## config.mk

```make
export PLATFORM = sky130hd
export DESIGN_NAME = toggle_counter_n_flat
export DESIGN_NICKNAME = d
export VERILOG_FILES = /design/src/rtl/toggle_counter_n_if.sv /design/src/rtl/toggle_counter_n.sv /design/src/flat_wrapper.sv
export SDC_FILE = /design/constraint.sdc
export NUM_CORES = 1
export LEC_CHECK = 0
export BUFFER_PORTS_ARGS = -buffer_cell sky130_fd_sc_hd__buf_2
export CAP_MARGIN = 0
export CELL_PAD_IN_SITES_DETAIL_PLACEMENT = 0
export CELL_PAD_IN_SITES_GLOBAL_PLACEMENT = 2
export CORE_MARGIN = 10
export CORE_UTILIZATION = 21
export DETAILED_ROUTE_END_ITERATION = 16
export GPL_TIMING_DRIVEN = 0
export PLACE_DENSITY = 0.73
export REMOVE_ABC_BUFFERS = 1
export SLEW_MARGIN = 20
export SYNTH_ARGS = -nofsm -noshare
export SYNTH_HDL_FRONTEND = slang
export SYNTH_SLANG_ARGS = --single-unit
```

## constraint.sdc

```tcl
create_clock -name clock -period 1.6 [get_ports clock]
set_clock_uncertainty 0.05 [all_clocks]
set_input_delay 0.32 -clock clock [delete_from_list [all_inputs] [get_ports clock]]
set_output_delay 0.32 -clock clock [all_outputs]
set_load 0.03 [all_outputs]
```

## src/rtl/toggle_counter_n_if.sv

```systemverilog
// Control/status bundle for toggle_counter_n: mode controls and load data in, state and flags out.
interface toggle_counter_n_if #(
  parameter int WIDTH = 4
);
  logic             enable;
  logic [1:0]       mode;
  logic             load;
  logic [WIDTH-1:0] d;
  logic [WIDTH-1:0] t_mask;
  logic [WIDTH-1:0] q;
  logic             tc;
  logic             zero;

  modport master (
    output enable, mode, load, d, t_mask,
    input  q, tc, zero
  );

  modport slave (
    input  enable, mode, load, d, t_mask,
    output q, tc, zero
  );
endinterface

```

## src/rtl/toggle_counter_n.sv

```systemverilog
// WIDTH-bit bank of T-flops with hold, masked toggle, modulo-N up/down count,
// saturating parallel load and a registered terminal-count pulse.
module toggle_counter_n #(
  parameter int WIDTH     = 4,
  parameter int MODULUS   = 16,
  parameter int RESET_VAL = 0
) (
  input logic              clock,
  input logic              reset,
  toggle_counter_n_if.slave bus
);

  typedef enum logic [1:0] {
    MODE_HOLD   = 2'b00,
    MODE_TOGGLE = 2'b01,
    MODE_UP     = 2'b10,
    MODE_DOWN   = 2'b11
  } mode_e;

  generate
    if (WIDTH < 1 || WIDTH > 16) begin : g_bad_width
      $error("toggle_counter_n: WIDTH must be in 1..16");
    end
    if (MODULUS < 2 || MODULUS > (1 << WIDTH)) begin : g_bad_modulus
      $error("toggle_counter_n: MODULUS must be in 2..2**WIDTH");
    end
    if (RESET_VAL < 0 || RESET_VAL >= MODULUS) begin : g_bad_reset_val
      $error("toggle_counter_n: RESET_VAL must be below MODULUS");
    end
  endgenerate

  // Compare constants are one bit wider so MODULUS = 2**WIDTH is representable.
  localparam logic [WIDTH:0]   C_MOD     = (WIDTH+1)'(MODULUS);
  localparam logic [WIDTH:0]   C_TOP_EXT = (WIDTH+1)'(MODULUS - 1);
  localparam logic [WIDTH-1:0] C_TOP     = WIDTH'(MODULUS - 1);
  localparam logic [WIDTH-1:0] C_RST     = WIDTH'(RESET_VAL);
  localparam logic [WIDTH-1:0] C_ZERO    = {WIDTH{1'b0}};
  localparam logic [WIDTH-1:0] C_ONE     = WIDTH'(1'b1);

  logic [WIDTH-1:0] r_q;
  logic             r_tc;

  logic [WIDTH:0]   w_q_ext;
  logic [WIDTH:0]   w_d_ext;
  logic             w_q_is_top;
  logic             w_q_is_zero;
  logic             w_q_out_of_range;
  logic [WIDTH-1:0] w_q_next;
  logic             w_tc_next;

  assign w_q_ext          = {1'b0, r_q};
  assign w_d_ext          = {1'b0, bus.d};
  assign w_q_is_top       = (w_q_ext == C_TOP_EXT);
  assign w_q_is_zero      = (r_q == C_ZERO);
  assign w_q_out_of_range = (w_q_ext >= C_MOD);

  // Next-state decode: load beats enable/mode; out-of-range states re-enter at the count origin without tc.
  always_comb begin
    w_q_next  = r_q;
    w_tc_next = 1'b0;
    if (bus.load) begin
      if (w_d_ext < C_MOD) begin
        w_q_next = bus.d;
      end else begin
        w_q_next = C_TOP;
      end
    end else if (bus.enable) begin
      case (mode_e'(bus.mode))
        MODE_HOLD: begin
          w_q_next = r_q;
        end
        MODE_TOGGLE: begin
          w_q_next = r_q ^ bus.t_mask;
        end
        MODE_UP: begin
          if (w_q_is_top) begin
            w_q_next  = C_ZERO;
            w_tc_next = 1'b1;
          end else if (w_q_out_of_range) begin
            w_q_next = C_ZERO;
          end else begin
            w_q_next = r_q + C_ONE;
          end
        end
        MODE_DOWN: begin
          if (w_q_is_zero) begin
            w_q_next  = C_TOP;
            w_tc_next = 1'b1;
          end else if (w_q_out_of_range) begin
            w_q_next = C_TOP;
          end else begin
            w_q_next = r_q - C_ONE;
          end
        end
        default: begin
          w_q_next = r_q;
        end
      endcase
    end else begin
      w_q_next = r_q;
    end
  end

  // State and terminal-count registers with asynchronous active-low clear.
  always_ff @(posedge clock or negedge reset) begin
    if (!reset) begin
      r_q  <= C_RST;
      r_tc <= 1'b0;
    end else begin
      r_q  <= w_q_next;
      r_tc <= w_tc_next;
    end
  end

  assign bus.q    = r_q;
  assign bus.tc   = r_tc;
  assign bus.zero = w_q_is_zero;

endmodule

```

## src/flat_wrapper.sv

```systemverilog
// flat-port wrapper written by rule: the top's interface ports become plain ports
module toggle_counter_n_flat 
#(
  parameter int WIDTH     = 4,
  parameter int MODULUS   = 16,
  parameter int RESET_VAL = 0
)
  (clock, reset, bus_enable, bus_mode, bus_load, bus_d, bus_t_mask, bus_q, bus_tc, bus_zero);
  toggle_counter_n_if #(.WIDTH(WIDTH)) bus_i ();
  input logic clock;
  input logic reset;
  input wire logic [$bits(bus_i.enable)-1:0] bus_enable;
  input wire logic [$bits(bus_i.mode)-1:0] bus_mode;
  input wire logic [$bits(bus_i.load)-1:0] bus_load;
  input wire logic [$bits(bus_i.d)-1:0] bus_d;
  input wire logic [$bits(bus_i.t_mask)-1:0] bus_t_mask;
  output wire logic [$bits(bus_i.q)-1:0] bus_q;
  output wire logic [$bits(bus_i.tc)-1:0] bus_tc;
  output wire logic [$bits(bus_i.zero)-1:0] bus_zero;
  assign bus_i.enable = bus_enable;
  assign bus_i.mode = bus_mode;
  assign bus_i.load = bus_load;
  assign bus_i.d = bus_d;
  assign bus_i.t_mask = bus_t_mask;
  assign bus_q = bus_i.q;
  assign bus_tc = bus_i.tc;
  assign bus_zero = bus_i.zero;
  toggle_counter_n #(.WIDTH(WIDTH), .MODULUS(MODULUS), .RESET_VAL(RESET_VAL)) u_core (.clock(clock), .reset(reset), .bus(bus_i));
endmodule
```

Word-level counts from Yosys, hierarchy flattened
Cells that the tools add are included.
W data, S select, Z words.
- add/subtract/negate cells: 2
- magnitude comparators: 2
- equal/unequal tests: 5
- mux-type cells: 13
- bitwise logic cells: 1
- reduce and logical (&&, ||, !) cells: 4
- operator list (kind ; count):
    $mux W4 ; 7
    $pmux W4 S3 ; 1
    $ge A4 B5 Y1 const B ; 1
    $lt A4 B5 Y1 const B ; 1
    $add A4 B1 Y4 const B ; 1
    $eq A2 B2 Y1 const B ; 2
    $eq A4 B4 Y1 const B ; 1
    $logic_not A4 Y1 ; 1
    $mux W1 ; 4
    $sub A4 B1 Y4 const B ; 1
    $xor A4 B4 Y4 ; 1
    $eq A2 B1 Y1 const B ; 1
    $logic_not A2 Y1 ; 1
    $ne A2 B2 Y1 const B ; 1
    $pmux W1 S2 ; 1
    $reduce_and A2 Y1 ; 1
    $reduce_bool A2 Y1 ; 1
- register bits: 5
- input bits: 14
- output and inout port bits: 6
- word-level logic and storage cells: 29

Logic depth before layout (Yosys ltp)
Gate-level depths: netlist (run 1).
- word-level depth: 6
- mapped depth: 7

Worst setup path after synthesis (run 1)
OpenSTA, ideal clock, no wires.
- kind: reg-to-reg
- from: reg u_core.r_q[0], in the netlist u_core.bus.q[0]
- to: reg u_core.r_q[3], in the netlist u_core.bus.q[3]
- setup time: 0.139 ns
- data arrival time: 1.611 ns
- data required time: 1.411 ns
- slack: -0.200 ns
- cell stages (with the launch flop): 8
- path buffers: 1
- path through: dfrtp_1 > buf_2 > inv_1 > ha_1 > nand4b_1 > a21oi_1 > a2111oi_0 > a21oi_1
- longest elaborated chain between the ends: 6
- elaborated cells between the ends (all ways): 12
- classes of those cells: 2 x add/sub; 1 x order compare; 1 x eq/ne; 7 x mux; 1 x reduce/logical
- RTL lines (item ; line ; RTL):
    start: declaration ; toggle_counter_n.sv:40 ; logic [WIDTH-1:0] r_q;
    start signal: assignment ; toggle_counter_n.sv:110 ; r_q <= w_q_next;
    $sub A4 B1 Y4, or another cell as far along ; toggle_counter_n.sv:92 ; w_q_next = r_q - C_ONE;
    $mux W4, on equally long branches ; toggle_counter_n.sv:89, toggle_counter_n.sv:79 ;
    $mux W4, on equally long branches ; toggle_counter_n.sv:86, toggle_counter_n.sv:76 ;
    $pmux W4 S3 (*) ; toggle_counter_n.sv:68 ; case (mode_e'(bus.mode))
    $mux W4 (*) ; toggle_counter_n.sv:67 ; end else if (bus.enable) begin
    $mux W4 (*) ; toggle_counter_n.sv:61 ; if (bus.load) begin
Mark *: on every way between the ends. The rest lies on a longest branch, timed or not. The select of a mux whose other input is x is not followed.
A chain may end at the register's enable or synchronous reset.

Final worst setup path (run 1)
- from: reg u_core.r_q[1], in the netlist u_core.bus.q[1]
- to: out bus_zero
- longest elaborated chain between the ends: 1
- RTL lines (item ; line ; RTL):
    $logic_not A4 Y1 ; toggle_counter_n.sv:54 ; assign w_q_is_zero = (r_q == C_ZERO);
    end: declaration ; flat_wrapper.sv:19 ; output wire logic [$bits(bus_i.zero)-1:0] bus_zero;
No other way between the ends.

==> flow_metrics.tcl, run 1 <==
set metrics [dict create \
    rrSetupSlack_ns 0.12 \
    coreArea_sq_um 2190 \
    synth_compound_area_frac 0.329 \
    setup_violations 0 \
    period_needed_ns 1.54 \
    synth_seq_cells 5 \
    die_w_um 67.8 \
    dieArea_sq_um 4590 \
    dp.cells 104 \
    netlist_area_sq_um 479 \
    cts_tree "built" \
    gp_congestion 0.767 \
    viasPerCell 4.78 \
    min_to "u_core.bus.q[2]$_DFFE_PN0P_" \
    power.total_uw 544 \
    hold_path_depth 3 \
    layout_setup_ws_ns 0.0550 \
    ys.warnings.count 0 \
    tightest_slew_ns 0.304 \
    finalMaxSlewViolations 0 \
    track_usage 0.0689 \
    initial_core_util 0.219 \
    drt_iter0_drc 31 \
    worstHoldStart "bus_d[2]" \
    wire_per_inst_um 12.7 \
    synth.most_common_cell "a21oi_1" \
    critPathMaxFanout 6 \
    finalHoldViolations 0 \
    synth_cell_types 26 \
    p_leak_nw 0.323 \
    cap_violations 0 \
    dpl_worst_slack_ns -0.128 \
    clkSinkCount 5 \
    post-route-period-util 0.966 \
    grt_max_degree 15 \
    cts_buffer_depth 2 \
    ios 20 \
    path_cells "inv_2, ha_4, and2_4, buf_6" \
    crit_path_start_kind "flip-flop" \
    num_vias 554 \
    worstSetupPathType "flip-flop to output port" \
    cts_htree_levels 1 \
    antenna_found_initial 0 \
    async_flop_share 1.00 \
    grt_overflow_total 0 \
    fin_nets 105 \
    synth_simple_gate_area_frac 0.201 \
    synth_xor_area_frac 0.0548 \
    power_density_nw_per_um2 765 \
    remaining_drc_errors 0 \
    grt_pass1_vias 538 \
    ys_seq_area_frac 0.261 \
    cts.root.buffer_cell "clkbuf_4" \
    grt_pass1_wl_mm 2.39 \
    port_buffers 19 \
    r2r_start "u_core.bus.q[1]$_DFFE_PN0P_" \
    muxShareOfSynthArea 0 \
    insertion_delay_ns 0.24 \
    area_delta_synth_final_pct 48.3 \
    synthFlopType "dfrtp_1" \
    avgSynthCellArea_sq_um 7.73 \
    path_clk_slew_ns 0.04 \
    slowest_stage "dfrtp_2" \
    yosysTopAreaCell "dfrtp_1" \
    synthTopCellsByCount "a21oi_1 (7), dfrtp_1 (5), inv_1 (5), o21ai_0 (5)" \
    cp-end-kind "output port" \
    die_h_um 67.8 \
    dp_hpwl_mm 1.08 \
    max_freq_mhz 647 \
    synth_edf_count 0 \
    layoutNonFillerInstCount 116 \
    cp_data_required_time_ns 1.23 \
    timing.rr.end "u_core.bus.q[2]$_DFFE_PN0P_" \
    diodes 0 \
    reg2reg_depth 6 \
    slowest_delay_ns 0.45 \
    post-synth-top-area-fraction 0.261 \
    antenna_left 0 \
    rows 17 \
    firstDrtPassIters 4 \
    max_slew_margin 0.796 \
    hp-class "primary input to flip-flop" \
    arrival_ns 1.17 \
    cts-buffers-inserted 3 \
    rsz0062_at_grt "yes" \
    drive_above_1_share 0.455 \
    netlist_top_cells_area "dfrtp_1 (26%), a21oi_1 (7.3%), xnor2_1 (5.5%)" \
    drt_wl_total_mm 1.47 \
    synth_adder_area_share 0.0522 \
    status "completed" \
    netlist_instances 62 \
    synth_top_family_by_area "compound AO/OA/AOI/OAI gates" \
    vdd_ir_drop_max_uv 502 \
]
-- registers in the layout, summed over array words and instances (netlist names) --
register / count
u_core.bus.q: 4
u_core.bus.tc: 1
-- report_power, final --
group / switching (mW) / internal, mW
combinational: 0.124 / 0.111
sequential: 0.0213 / 0.142
clock: 0.0512 / 0.0942
total: 0.196 / 0.347
-- worst max path at each step --
stage / start / endpoint / slack, ns / cells after the start
global placement: u_core.bus.q[0]$_DFFE_PN0P_ / u_core.bus.q[3]$_DFFE_PN0P_ / -0.16 / 6
CTS: u_core.bus.q[1]$_DFFE_PN0P_ / bus_zero / 0.002 / 4
global route: u_core.bus.q[0]$_DFFE_PN0P_ / u_core.bus.q[3]$_DFFE_PN0P_ / -0.002 / 5
detailed placement: u_core.bus.q[0]$_DFFE_PN0P_ / u_core.bus.q[3]$_DFFE_PN0P_ / -0.13 / 6
floorplan: u_core.bus.q[0]$_DFFE_PN0P_ / u_core.bus.q[3]$_DFFE_PN0P_ / -0.14 / 6
finish: u_core.bus.q[1]$_DFFE_PN0P_ / bus_zero / 0.06 / 4
-- worst max-delay path: cells and delay by family (launching register included) --
family / cells / cell delay [ns]
buffers and inverters: 2 / 0.21
flip-flops: 1 / 0.45
AND/OR/NAND/NOR: 1 / 0.13
adder cells (fa/ha/maj): 1 / 0.14
-- layout by cell type (no fill, tap or decap), types with 2 or more instances in the layout --
| cell | count |
|---|---|
| a21oi_1 | 7 |
| a311oi_1 | 2 |
| buf_2 | 18 |
| buf_4 | 6 |
| buf_6 | 2 |
| clkbuf_4 | 3 |
| dfrtp_2 | 4 |
| inv_1 | 4 |
| nand2_1 | 4 |
| nand2b_1 | 3 |
| nor2_1 | 4 |
| o21ai_0 | 4 |
| o21ai_1 | 4 |
| o31ai_1 | 3 |
| xnor2_1 | 3 |
-- kinds of logic after synthesis --
logic type,after synthesis
AOI/OAI and AO/OA,25
xor gates and xnor gates,3
DFF,5
and+or+nand+nor,17
adders and majority gates,2
buffers and inverters,10
-- routing by layer --
layer	up-vias	share of wire	GRT usage
met5	-	0	0
met4	0	0.0075	0.0377
met3	3	0.12	0.0413
met2	16	0.46	0.106
met1	257	0.42	0.0726
li1	278	-	-
-- layout make-up --
cell class | count | area, sq um
clock buffer | 4 | 26.3
fill | 232 | 1480
inverter | 5 | 18.8
multi-input combinational | 47 | 333
sequential | 5 | 130
tap | 28 | 35.0
timing repair buffer | 27 | 168
-- metrics by stage --
step | TNS, ns | util | hold WS, ns | cell area (sq um)
after floorplan | -0.205 | - | -0.0256 | 449
after global placement | -0.326 | 0.264 | 0.0884 | 579
after detailed placement | -0.243 | 0.264 | 0.0868 | 579
after CTS | 0 | 0.296 | 0.228 | 648
after global routing | -0.00182 | 0.324 | 0.235 | 711
final | 0 | 0.324 | 0.231 | 711
-- timing repair --
action / in CTS / in global routing
buffers inserted: 2 / 5
setup endpoints to repair: 5 / 3
pin swaps: 0 / 3
hold buffers: 1 / 0
gates resized for setup: 6 / 10
endpoints found under the hold margin: 5 / 0
Power figures use the tool's default switching activity.
==> run 2, diff against run 1 <==
--- a/config.mk
+++ b/config.mk
@@ -15,7 +15,6 @@
 export GPL_TIMING_DRIVEN = 0
 export PLACE_DENSITY = 0.73
 export REMOVE_ABC_BUFFERS = 1
-export SLEW_MARGIN = 20
 export SYNTH_ARGS = -nofsm -noshare
 export SYNTH_HDL_FRONTEND = slang
 export SYNTH_SLANG_ARGS = --single-unit
==> constraint.sdc (replaced) <==
create_clock -name clock -period 1.6 [get_ports clock]
set_clock_uncertainty 0.05 [all_clocks]
set_input_delay 0.32 -clock clock [delete_from_list [all_inputs] [get_ports clock]]
set_output_delay 0.32 -clock clock [all_outputs]
set_load 0.01 [all_outputs]
==> run 2 against run 1 <==
Setup slack better by 0.011 ns. Sequential power hardly changed. Wire length is 1.0% lower. Count of clock-buffer cells in the layout stayed put. Clock power hardly changed. Register-to-register slack hardly changed. Design area is 4.4% lower. Largest power group unchanged. Worst hold slack better by 0.00062 ns.
==> flow_metrics.tcl, run 2 (synthesis gave the netlist of run 1 again) <==
set metrics [dict create \
    fin_nets 102 \
    tns_ns 0 \
    cts-buffers-inserted 3 \
    dieArea_sq_um 4590 \
    grt_max_degree 15 \
    die_w_um 67.8 \
    diodes 0 \
    path_cells "inv_2, ha_4, and2_1, buf_2" \
    grt_overflow_total 0 \
    critPathMaxFanout 6 \
    insertion_delay_ns 0.24 \
    cap_violations 0 \
    gp_congestion 0.767 \
    port_buffers 19 \
    max_freq_mhz 652 \
    finalMaxSlewViolations 0 \
    grt_pass1_wl_mm 2.41 \
    drt_iter0_drc 25 \
    crit_path_start_kind "flip-flop" \
    finalHoldViolations 0 \
    cts.root.buffer_cell "clkbuf_4" \
    worstSetupPathType "flip-flop to output port" \
    area_delta_synth_final_pct 41.8 \
    cts_buffer_depth 2 \
    firstDrtPassIters 2 \
    clkSinkCount 5 \
    n_fill_cell 238 \
    drive_above_1_share 0.424 \
    wire_per_inst_um 12.9 \
    ios 20 \
    vdd_ir_drop_max_uv 465 \
    tightest_slew_ns 0.301 \
    drt_wl_total_mm 1.45 \
    crit_family "flip-flops" \
    cp-end-kind "output port" \
    crit_buf_inv 2 \
    max_slew_margin 0.798 \
    dp_hpwl_mm 1.08 \
    p_sw_uw 170 \
    remaining_drc_errors 0 \
    cts_tree "built" \
    die_h_um 67.8 \
    cp_data_required_time_ns 1.23 \
    path_clk_slew_ns 0.04 \
    grt_pass1_vias 542 \
    arrival_ns 1.16 \
    rows 17 \
    setup_violations 0 \
    p_sw_frac 0.338 \
    initial_core_util 0.219 \
    coreArea_sq_um 2190 \
    p_seq_frac 0.328 \
    layout_common_cells "buf_2 (19), a21oi_1 (7), o21ai_1 (5)" \
    status "completed" \
    viasPerCell 4.81 \
    pwr-share-clk 0.288 \
    antenna_found_initial 0 \
    combPwrFrac 0.384 \
    final_common_cell "buf_2" \
    track_usage 0.0693 \
    slowest_delay_ns 0.43 \
    hp-class "primary input to flip-flop" \
    cts_htree_levels 1 \
    largest_register_ffs 4 \
    p_leak_nw 0.306 \
    power_density_nw_per_um2 741 \
    intPower_uw 333 \
    num_vias 544 \
    slowest_stage "dfrtp_2" \
    post-route-period-util 0.959 \
    whs_ns 0.232 \
    rsz0062_at_grt "yes" \
    antenna_left 0 \
    period_needed_ns 1.53 \
]
## run 2: layout make-up
type                       count  area, sq um  area share
tap                           28         35.0      0.0516
timing repair buffer          24          139       0.204
multi-input combinational     47          330       0.486
sequential                     5          130       0.192
inverter                       5         18.8      0.0276
clock buffer                   4         26.3      0.0387
## run 2: timing repair
item                                    CTS  global route
endpoints found under the setup margin    5             4
pin swaps                                 0             3
buffers inserted                          2             2
hold buffers                              1             0
hold endpoints to repair                  5             0
gates resized for setup                   4            10
## run 2: through the flow
stage	instance area, sq um	power [mW]	setup WS (ns)	util	std cells
floorplan	449	0.253	0.00630	-	57
global placement	579	0.322	-0.158	0.264	104
detailed placement	579	0.321	-0.128	0.264	104
CTS	646	0.491	0.00246	0.295	111
global route	679	0.550	-0.0144	0.310	113
finish	679	0.503	0.0656	0.310	113
## run 2: routing by layer
layer,up-vias,wire length [um],track usage
met4,0,11,0.0377
met1,254,578,0.0726
met3,3,173,0.0430
li1,273,-,-
met2,14,689,0.106
met5,-,0,0
## run 2: path summary, 6_finish.rpt
kind / startpoint / end / slack, ns / cells after the start
max: u_core.bus.q[1]$_DFFE_PN0P_ / bus_zero / 0.07 / 4
min: bus_d[2] / u_core.bus.q[2]$_DFFE_PN0P_ / 0.23 / 3
max reg2reg: u_core.bus.q[1]$_DFFE_PN0P_ / u_core.bus.q[2]$_DFFE_PN0P_ / 0.11 / 6
min reg2reg: u_core.bus.q[3]$_DFFE_PN0P_ / u_core.bus.q[3]$_DFFE_PN0P_ / 0.64 / 2
max in group asynchronous: reset / u_core.bus.q[0]$_DFFE_PN0P_ / 0.99 / 2
min in group asynchronous: reset / u_core.bus.tc$_DFF_PN0_ / 0.37 / 2
## run 2: tightest hold or removal path, cell delays in order
cell     delay [ns]
buf_2          0.07
nand2_1        0.04
o21ai_1        0.06
## run 2: power by group through the flow
stage / clock (mW) / sequential, mW / combinational (mW)
2_1_floorplan: 0 / 0.170 / 0.0834
3_3_place_gp: 0 / 0.173 / 0.148
3_5_place_dp: 0 / 0.174 / 0.147
4_1_cts: 0.151 / 0.167 / 0.173
5_1_grt: 0.161 / 0.170 / 0.219
6_report: 0.145 / 0.165 / 0.193
==> run 3, diff against run 2 <==
--- a/config.mk
+++ b/config.mk
@@ -5,15 +5,16 @@
 export SDC_FILE = /design/constraint.sdc
 export NUM_CORES = 1
 export LEC_CHECK = 0
+export ABC_AREA = 1
 export BUFFER_PORTS_ARGS = -buffer_cell sky130_fd_sc_hd__buf_2
 export CAP_MARGIN = 0
 export CELL_PAD_IN_SITES_DETAIL_PLACEMENT = 0
 export CELL_PAD_IN_SITES_GLOBAL_PLACEMENT = 2
 export CORE_MARGIN = 10
-export CORE_UTILIZATION = 21
+export CORE_UTILIZATION = 20
 export DETAILED_ROUTE_END_ITERATION = 16
 export GPL_TIMING_DRIVEN = 0
-export PLACE_DENSITY = 0.73
+export PLACE_DENSITY = 0.72
 export REMOVE_ABC_BUFFERS = 1
 export SYNTH_ARGS = -nofsm -noshare
 export SYNTH_HDL_FRONTEND = slang
==> run 3 against run 2 <==
Sequential share of layout area shrank 0.43 points. Worst hold slack gained 0.025 ns. Via count grew 8.3%.
==> flow_metrics.tcl, run 3 <==
set metrics [dict create \
    synth_seq_cells 5 \
    viasPerCell 4.21 \
    dpl_worst_slack_ns 0.124 \
    insertion_delay_ns 0.24 \
    p_leak_nw 0.371 \
    n_fill_cell 284 \
    arrival_ns 1.14 \
    hp-class "primary input to flip-flop" \
    path_clk_slew_ns 0.04 \
    whs_ns 0.257 \
    synthFlopType "dfrtp_1" \
    initial_core_util 0.208 \
    worstSetupPathType "flip-flop to output port" \
    async_flop_share 1.00 \
    dp.cells 133 \
    cp-end-kind "output port" \
    dieArea_sq_um 4980 \
    layout_common_cells "nand2_1 (29), buf_2 (19), nor2_1 (18), nand3_1 (7)" \
    clkSinkCount 5 \
    rows 18 \
    tns_ns 0 \
    netlist_area_sq_um 512 \
    cts_htree_levels 1 \
    status "completed" \
    synth.most_common_cell "nand2_1" \
    post-synth-top-area-fraction 0.244 \
    yosysTopAreaCell "dfrtp_1" \
    cts.root.buffer_cell "clkbuf_4" \
    die_w_um 70.6 \
    critPathMaxFanout 3 \
    crit_path_start_kind "flip-flop" \
    antenna_left 0 \
    cts-buffers-inserted 3 \
    num_vias 589 \
    drt_iter0_drc 15 \
    period_needed_ns 1.51 \
    firstDrtPassIters 4 \
    avgSynthCellArea_sq_um 5.88 \
    grt_pass1_vias 606 \
    finalHoldViolations 0 \
    synth_cell_types 21 \
    diodes 0 \
    max_freq_mhz 660 \
    antenna_found_initial 0 \
    dp_hpwl_mm 1.25 \
    final_common_cell "nand2_1" \
    post-route-period-util 0.947 \
    layout_setup_ws_ns 0.0853 \
    setup_violations 0 \
    synth_edf_count 0 \
    gp_congestion 0.779 \
    cts_buffer_depth 2 \
    synthTopCellsByCount "nand2_1 (29), nor2_1 (18), nand3_1 (7)" \
    drive_above_1_share 0.309 \
    area_delta_synth_final_pct 34.5 \
    largest_register_ffs 4 \
    max_slew_margin 0.785 \
    die_h_um 70.6 \
    power_density_nw_per_um2 787 \
    vdd_ir_drop_max_uv 384 \
    wire_per_inst_um 11.5 \
    tightest_slew_ns 0.323 \
    finalMaxSlewViolations 0 \
    ys_seq_area_frac 0.244 \
    coreArea_sq_um 2450 \
    grt_pass1_wl_mm 2.83 \
    netlist_instances 87 \
    drt_wl_total_mm 1.61 \
    cp_data_required_time_ns 1.23 \
    netlist_top_cells_area "dfrtp_1 (24%), nand2_1 (21%), nor2_1 (13%)" \
    layoutNonFillerInstCount 140 \
    remaining_drc_errors 0 \
    cts_tree "built" \
    port_buffers 19 \
    grt_max_degree 14 \
    cap_violations 0 \
    fin_nets 127 \
    ios 20 \
    grt_overflow_total 0 \
    track_usage 0.0686 \
    ys.warnings.count 0 \
]
==> run 3: layout make-up <==
class	count	area (sq um)	area share
multi-input cells	71	345	0.502
flip-flops and latches	5	129	0.187
repair buffers	22	120	0.175
well taps	30	37.5	0.0545
inverters	8	30.0	0.0436
clock buffers	4	26.3	0.0382
==> run 3: cells by family (layout without fill, tap and decap cells) <==
family,after synthesis,after routing,share of synthesized area
AO/OA/AOI/OAI,5,5,0.0538
XOR/XNOR,2,2,0.0342
flip-flops,5,5,0.244
buffers and inverters,11,34,0.105
AND/OR/NAND/NOR,62,62,0.513
adder cells (fa/ha/maj),2,2,0.0489
==> run 3: critical path: stages, from the launching register on <==
cell	delay [ns]
dfrtp_2	0.41
inv_2	0.09
ha_4	0.14
nand2_1	0.08
inv_1	0.06
buf_2	0.12
==> run 3: final timing paths <==
check,start,end,slack (ns),depth (start not counted)
max,u_core.bus.q[0]$_DFFE_PN0P_,bus_zero,0.09,5
min in group asynchronous,reset,u_core.bus.q[3]$_DFFE_PN0P_,0.40,2
min,bus_load,u_core.bus.tc$_DFF_PN0_,0.26,2
max in group asynchronous,reset,u_core.bus.q[2]$_DFFE_PN0P_,0.96,2
max reg2reg,u_core.bus.q[0]$_DFFE_PN0P_,u_core.bus.q[2]$_DFFE_PN0P_,0.16,7
min reg2reg,u_core.bus.q[2]$_DFFE_PN0P_,u_core.bus.q[2]$_DFFE_PN0P_,0.61,2
==> run 3: through the flow <==
stage	total power, mW	cell area, sq um	util
detailed placement	0.370	621	0.253
finish	0.541	688	0.280
floorplan	0.293	488	-
global placement	0.371	621	0.253
CTS	0.542	674	0.275
global route	0.608	688	0.280
==> run 3: per-layer routing <==
metal	vias up	global-route usage	share of wire
met4	0	0.0194	0.0044
met2	16	0.115	0.46
met3	4	0.0279	0.055
met5	-	0	0
met1	250	0.0784	0.48
li1	319	-	-
==> run 3: where the power goes <==
part	leakage [nW]	switching, mW	internal [mW]
clock	0.0150	0.0526	0.0943
sequential	0.0585	0.0290	0.144
combinational	0.298	0.123	0.0976
==> run 3: what timing repair did <==
item                                    CTS  global route
setup buffers                             2             0
endpoints found under the hold margin     5             0
gates resized for setup                   2             3
hold buffers                              1             0
endpoints found under the setup margin    1             1
